==> config.mk <==
export PLATFORM = sky130hd
export DESIGN_NAME = hdr_gain_reconstructor_flat
export DESIGN_NICKNAME = d
export VERILOG_FILES = /design/src/rtl/hdr_gain_reconstructor_if.sv /design/src/rtl/hdr_gain_reconstructor.sv /design/src/flat_wrapper.sv
export SDC_FILE = /design/constraint.sdc
export NUM_CORES = 1
export LEC_CHECK = 0
export CAP_MARGIN = 20
export CORE_ASPECT_RATIO = 0.5
export CORE_UTILIZATION = 48
export DETAILED_ROUTE_END_ITERATION = 10
export DONT_BUFFER_PORTS = 1
export GPL_ROUTABILITY_DRIVEN = 0
export GPL_TIMING_DRIVEN = 0
export HOLD_SLACK_MARGIN = 0.12
export PLACE_DENSITY_LB_ADDON = 0.1
export SLEW_MARGIN = 5
export SYNTH_ARGS = -nofsm -noshare
export SYNTH_HDL_FRONTEND = slang
export SYNTH_SLANG_ARGS = --single-unit
==> constraint.sdc <==
create_clock -name clk -period 2.14 [get_ports clk]
set_clock_uncertainty 0.05 [all_clocks]
set_input_delay 0.428 -clock clk [delete_from_list [all_inputs] [get_ports clk]]
set_output_delay 0.428 -clock clk [all_outputs]
set_load 0.01 [all_outputs]
==> src/rtl/hdr_gain_reconstructor_if.sv <==
// hdr_gain_reconstructor_if: sample-in / linear-sample-out bus of the gain reconstructor
interface hdr_gain_reconstructor_if #(
  parameter int DATA_W = 9,
  parameter int OUT_W  = 13
);
  logic                     in_valid;
  logic signed [DATA_W-1:0] in_sample;
  logic                     alpha;
  logic                     out_valid;
  logic signed [OUT_W-1:0]  out_sample;
  logic                     out_alpha;
  logic                     settling;
  logic [7:0]               switch_count;
  modport master (
    output in_valid, in_sample, alpha,
    input  out_valid, out_sample, out_alpha, settling, switch_count
  );
  modport slave (
    input  in_valid, in_sample, alpha,
    output out_valid, out_sample, out_alpha, settling, switch_count
  );
endinterface

==> src/rtl/hdr_gain_reconstructor.sv <==
// hdr_gain_reconstructor: aligns alpha to the analog latency, undoes front-end gain, holds output while settling
module hdr_gain_reconstructor #(
  parameter int DATA_W         = 9,
  parameter int GAIN_SHIFT     = 4,
  parameter int OUT_W          = 13,
  parameter int ALPHA_DELAY    = 3,
  parameter int SETTLE_SAMPLES = 2
) (
  input logic                      clk,
  input logic                      reset,
  hdr_gain_reconstructor_if.slave  bus
);
  typedef enum logic {STEADY, SETTLE} state_t;
  localparam logic [3:0] RELOAD = 4'(SETTLE_SAMPLES - 1);
  state_t                  state;
  logic [3:0]              cnt;
  logic                    g, g_prev, chg, hold;
  logic signed [OUT_W-1:0] s, lin, held;
  generate
    if (ALPHA_DELAY == 0) begin : g_nodelay
      assign g = bus.alpha;
    end else begin : g_delay
      logic [ALPHA_DELAY-1:0] dl;
      always_ff @(posedge clk)
        if (!reset) dl <= '1;
        else if (bus.in_valid) dl <= (dl << 1) | ALPHA_DELAY'(bus.alpha);
      assign g = dl[ALPHA_DELAY-1];
    end
  endgenerate
  always_comb begin
    s    = OUT_W'(bus.in_sample);
    lin  = g ? s <<< GAIN_SHIFT : s;
    chg  = g != g_prev;
    hold = (state == SETTLE) ? (chg || cnt != 4'd0) : (chg && SETTLE_SAMPLES > 0);
  end
  // held only ever captures live samples, so a hold always replays the last good-gain value
  always_ff @(posedge clk) begin
    if (!reset) begin
      bus.out_valid    <= 1'b0;
      bus.out_sample   <= '0;
      bus.out_alpha    <= 1'b1;
      bus.settling     <= 1'b0;
      bus.switch_count <= 8'd0;
      g_prev           <= 1'b1;
      held             <= '0;
      state            <= STEADY;
      cnt              <= 4'd0;
    end else begin
      bus.out_valid <= bus.in_valid;
      if (bus.in_valid) begin
        bus.out_alpha  <= g;
        g_prev         <= g;
        bus.settling   <= hold;
        bus.out_sample <= hold ? held : lin;
        if (!hold) held <= lin;
        if (chg && bus.switch_count != 8'hFF) bus.switch_count <= bus.switch_count + 8'd1;
        if (chg && SETTLE_SAMPLES > 1) begin
          state <= SETTLE;
          cnt   <= RELOAD;
        end else if (state == SETTLE) begin
          if (cnt == 4'd0) state <= STEADY;
          else cnt <= cnt - 4'd1;
        end
      end
    end
  end
endmodule
==> src/flat_wrapper.sv <==
// flat-port wrapper written by rule: the top's interface ports become plain ports
module hdr_gain_reconstructor_flat 
#(
  parameter int DATA_W         = 9,
  parameter int GAIN_SHIFT     = 4,
  parameter int OUT_W          = 13,
  parameter int ALPHA_DELAY    = 3,
  parameter int SETTLE_SAMPLES = 2
)
  (clk, reset, bus_in_valid, bus_in_sample, bus_alpha, bus_out_valid, bus_out_sample, bus_out_alpha, bus_settling, bus_switch_count);
  hdr_gain_reconstructor_if #(.DATA_W(DATA_W), .OUT_W(OUT_W)) bus_i ();
  input logic clk;
  input logic reset;
  input wire logic [$bits(bus_i.in_valid)-1:0] bus_in_valid;
  input wire logic [$bits(bus_i.in_sample)-1:0] bus_in_sample;
  input wire logic [$bits(bus_i.alpha)-1:0] bus_alpha;
  output wire logic [$bits(bus_i.out_valid)-1:0] bus_out_valid;
  output wire logic [$bits(bus_i.out_sample)-1:0] bus_out_sample;
  output wire logic [$bits(bus_i.out_alpha)-1:0] bus_out_alpha;
  output wire logic [$bits(bus_i.settling)-1:0] bus_settling;
  output wire logic [$bits(bus_i.switch_count)-1:0] bus_switch_count;
  assign bus_i.in_valid = bus_in_valid;
  assign bus_i.in_sample = bus_in_sample;
  assign bus_i.alpha = bus_alpha;
  assign bus_out_valid = bus_i.out_valid;
  assign bus_out_sample = bus_i.out_sample;
  assign bus_out_alpha = bus_i.out_alpha;
  assign bus_settling = bus_i.settling;
  assign bus_switch_count = bus_i.switch_count;
  hdr_gain_reconstructor #(.DATA_W(DATA_W), .GAIN_SHIFT(GAIN_SHIFT), .OUT_W(OUT_W), .ALPHA_DELAY(ALPHA_DELAY), .SETTLE_SAMPLES(SETTLE_SAMPLES)) u_core (.clk(clk), .reset(reset), .bus(bus_i));
endmodule
Word level (Yosys, flattened, before mapping):

Index checks and enable logic that the tools add are counted.

* register bits after elaboration: 32
* RAM bits: 0
* ROM bits: 0
* memories kept: 0
* output and inout port bits: 24
* latch bits: 0

* divide/modulo/power cells: 0
* muxes and demuxes: 9
* add/sub/neg operators: 2
* eq/ne operators: 3
* reductions and logical operators: 8
* multipliers: 0
* bitwise gates (word level): 2
* magnitude comparators: 0
* shift-type cells: 0

Operator list (number)
* $mux 13: 1
* $mux 12: 1
* $mux 4: 3
* $add 8x1->8 const B: 1
* $ne 8x8->1 const B: 1
* $logic_not 4->1: 1
* $mux 1: 4
* $reduce_and 2->1: 2
* $reduce_bool 4->1: 1
* $sub 4x1->4 const B: 1
* $or 3x1->3: 1
* $reduce_and 3->1: 1
* $ne 2x1->1 const B: 1
* $reduce_bool 2->1: 1
* $logic_and 1x1->1: 1
* $logic_or 1x1->1: 1
* $ne 1x1->1: 1
* $not 1->1: 1

Longest topological paths before layout:

* word-level depth: 5
* depth in mapped cells: 7
* gate-level depth less buffers: 6

Worst setup path before layout:

Ideal clock, no wire load.

* path kind: flip-flop to flip-flop
* from: register u_core.cnt[0]
* to: register u_core.bus.out_sample[10]
* arrival: 1685 ps
* period minus slack after synthesis: 1814 ps
* path slack: 326 ps
* setup time: 79 ps
* cell stages (with the launch flop): 8
* required time: 2011 ps
* cells stage by stage: dfxtp_1 -> inv_1 -> ha_1 -> or3b_4 -> a211oi_4 -> buf_6 -> nor2_1 -> a211oi_2

* word-level cells in the longest chain between the ends: 5

RTL lines
* start: declaration: RTL line hdr_gain_reconstructor.sv:16 `logic [3:0] cnt;`
* start signal: assignment: RTL line hdr_gain_reconstructor.sv:62 `else cnt <= cnt - 4'd1;`
* $reduce_bool 4->1: RTL line hdr_gain_reconstructor.sv:34 `hold = (state == SETTLE) ? (chg || cnt != 4'd0) : (chg && SETTLE_SAMPLES > 0);`
* $logic_or 1x1->1: RTL line hdr_gain_reconstructor.sv:34
* $mux 1: RTL line hdr_gain_reconstructor.sv:34
* $not 1->1 (no line)
* $reduce_and 2->1 (no line)
* end signal: assignment: RTL line hdr_gain_reconstructor.sv:54 `bus.out_sample <= hold ? held : lin;`
* end: declaration: RTL line hdr_gain_reconstructor_if.sv:20 `output out_valid, out_sample, out_alpha, settling, switch_count`

No other way between the ends.
A chain may end at the register's enable or synchronous reset.

Worst setup path after layout:

* from: register u_core.cnt[0]
* to: register u_core.bus.out_sample[0]

The elaborated chain is that of the path after synthesis.

==> out/results.tsv <==
metric	value	unit
post-route-period-util	89.7	%
cp_max_fo	10	
synth-main-ff-cell	dfxtp_1	
wl_met2	1.25	mm
cts_tree	done	
drive_gt1_share	10.5	%
cpMaxStageDelayCell	or3b_4	
worst_pin_slew	0.630	ns
insertion_delay	0.28	ns
synth.most_common_cell	dfxtp_1	
htree_levels	2	
antenna_left	0	
drc	0	
drv_slew	0	
grt.overflow.total	0	
p_leak	0.618	nW
grt_start_max_net_pins	11	
top_level_ports	37	
drt-met1-wl	1.49	mm
cp-end-kind	register	
path_class	register to register	
routed_wl	3.14	mm
synth.cell_area	1430	µm²
netlist-cell-type-count	36	
grt_pass1_vias	1047	
timing.fmax	0.521	GHz
areaGrowthSynthToFinish	12.3	%
top_layer	met4	
rsz0062_at_grt	false	
critPathLaunch	u_core.cnt[0]$_SDFFE_PN0P_	
die_h	40.6	µm
hold_class	primary input to register	
antenna_found_initial	0	
relSlewSlack	57.9	%
grt_use_total	21.5	%
hold_buffers	0	
maxCapViolCount	0	
initial_core_util	53.0	%
total_power	1.29	mW
r2r-end	u_core.bus.out_sample[0]$_SDFFE_PN0P_	
met3_length	363	µm
dp_slack	0.109	ns
crit_chain	inv_1, ha_1, or3b_4, a211oi_4, buf_4, buf_2, o21ai_0	
async_flop_share	0	%
rr_worst_depth	7	
r2r_setup_slack	0.22	ns
hold_viol	0	
chipWidth	79.2	µm
postSynthCellCount	160	
synth_area_leader_cell	dfxtp_1	
worst_slack	0.220	ns
drt_iter0_drc	48	
cts_made_buffers	5	
path_clk_slew	0.07	ns
synth_seq_cells	32	
cp-start-kind	register	
post_drt_wl_per_cell	15.1	µm
diodes	0	
slowest_delay	0.41	ns
nets	186	
grt_pass1_wl	4.83	mm
clock-root-buffer	clkbuf_8	
coreArea	2700	µm²
status	finished clean	
powerDensity	803	nW/µm²
cp.arrival	2.04	ns
dieArea	3210	µm²
synth_common_cells	dfxtp_1 (32), nor2_1 (19), nand2_1 (14)	
placementRows	13	
irDropWorstVdd	0.435	mV
final.min_clock_period	1.92	ns
cp.required	2.26	ns
syn_nets	176	
yosys_warnings	0	
clock-sinks	32	
synth_edf_count	0	
synth_top_area_share	44.8	%
clk_path_buf_depth	2	
vias_per_cell	5.68	
port_buffers	0	
place_hpwl	2.19	mm
synth_area_leaders	dfxtp_1 (45%), mux2i_1 (6.3%), nor2_1 (5.0%)	
crit_end	u_core.bus.out_sample[0]$_SDFFE_PN0P_	
vias	1181	
dr.pass1.iters	4	
ys_seq_area_share	44.8	%
setup_viol	0	
n_fill_cell	270	
cts_resized	0	
rr_startpoint	u_core.cnt[0]$_SDFFE_PN0P_	
fin_setup_tns	0	ns
syn_avg_cell_area	8.94	µm²
[area by class of cell]
class	instances	area [µm²]	share of cell area, %
multi-input combinational	114	724	45.1
sequential	32	641	39.9
buffer	9	46.3	2.88
inverter	5	18.8	1.17
tap	37	46.3	2.88
clock inverter	2	35.0	2.18
clock buffer	6	72.6	4.52
timing repair buffer	3	22.5	1.40
[cell usage in the layout, fill, tap and decap left out, types with 2 or more instances in the layout]
cell type | Yosys | final
dfxtp_1 | 32 | 32
nor2_1 | 19 | 19
nand2_1 | 14 | 14
o21ai_0 | 13 | 13
a21oi_1 | 10 | 10
mux2i_1 | 9 | 9
clkbuf_1 | 5 | 6
a211oi_1 | 6 | 6
inv_1 | 5 | 5
nand4_1 | 5 | 5
clkbuf_8 | 0 | 5
nand3_1 | 4 | 4
buf_4 | 1 | 4
nand4b_1 | 4 | 4
nand2b_1 | 3 | 3
a31oi_1 | 3 | 3
ha_1 | 3 | 3
xor2_1 | 2 | 2
o211ai_1 | 2 | 2
a211oi_2 | 2 | 2
and3_1 | 2 | 2
[through the flow]
| step | hold slack (ns) | instances | util, % | instance area (µm²) |
|---|---|---|---|---|
| after floorplan | 0.391 | 160 | - | 1430 |
| after detailed placement | 0.409 | 197 | 54.7 | 1480 |
| final | 0.224 | 208 | 59.5 | 1610 |
| after global placement | 0.404 | 197 | 54.7 | 1480 |
| after global routing | 0.215 | 208 | 59.5 | 1610 |
| after CTS | 0.215 | 205 | 58.7 | 1580 |
[worst max-delay path, delay by kind of cell, from the launching register on]
family,cells,cell delay [ns]
AOI/OAI and AO/OA,2,0.33
adders and majority gates,1,0.18
buffers and inverters,3,0.50
DFF,1,0.33
and+or+nand+nor,1,0.41
[timing repair]
action | in CTS | in global routing
endpoints found under the hold margin | 0 | 0
endpoints found under the setup margin | 0 | 8
setup buffers | 0 | 3
[sequential cells by signal, summed over array words and instances (netlist names)]
register,count
u_core.bus.out_valid,1
u_core.bus.out_sample,13
u_core.g_delay.dl,3
u_core.bus.switch_count,8
u_core.bus.out_alpha,1
u_core.cnt,4
u_core.bus.settling,1
u_core.state,1
[worst min-delay path by stage]
stage,end,from,cells after the start
finish,u_core.g_delay.dl[0]$_SDFFE_PN1P_,bus_alpha,2
global route,u_core.g_delay.dl[0]$_SDFFE_PN1P_,bus_alpha,2
CTS,u_core.g_delay.dl[0]$_SDFFE_PN1P_,bus_alpha,2
detailed placement,u_core.g_delay.dl[1]$_SDFFE_PN1P_,u_core.g_delay.dl[1]$_SDFFE_PN1P_,2
global placement,u_core.g_delay.dl[2]$_SDFFE_PN1P_,u_core.g_delay.dl[1]$_SDFFE_PN1P_,2
floorplan,u_core.g_delay.dl[0]$_SDFFE_PN1P_,u_core.g_delay.dl[0]$_SDFFE_PN1P_,2
[kinds of logic (layout without fill, tap and decap cells)]
group | Yosys count | in the layout | share of synthesized area, %
flip-flops | 32 | 32 | 44.8
AND/OR/NAND/NOR | 58 | 58 | 20.9
adder cells (fa/ha/maj) | 3 | 3 | 2.62
buffers and inverters | 14 | 25 | 4.55
AO/OA/AOI/OAI | 41 | 41 | 19.0
XOR/XNOR | 3 | 3 | 1.84
multiplexers | 9 | 9 | 6.30
[routing by layer]
metal | GRT usage, % | up-vias
li1 | - | 596
met1 | 24.9 | 539
met2 | 34.1 | 40
met3 | 12.3 | 6
met4 | 8.18 | 0
met5 | 0 | -
[report_power, final]
| part | leakage (nW) | switching, mW | internal, mW | total, mW |
|---|---|---|---|---|
| Clock | 0.0552 | 0.222 | 0.345 | 0.567 |
| Combinational | 0.302 | 0.0499 | 0.0361 | 0.0860 |
| Sequential | 0.261 | 0.0214 | 0.616 | 0.637 |
No activity file was read; power rests on OpenSTA's default activity.
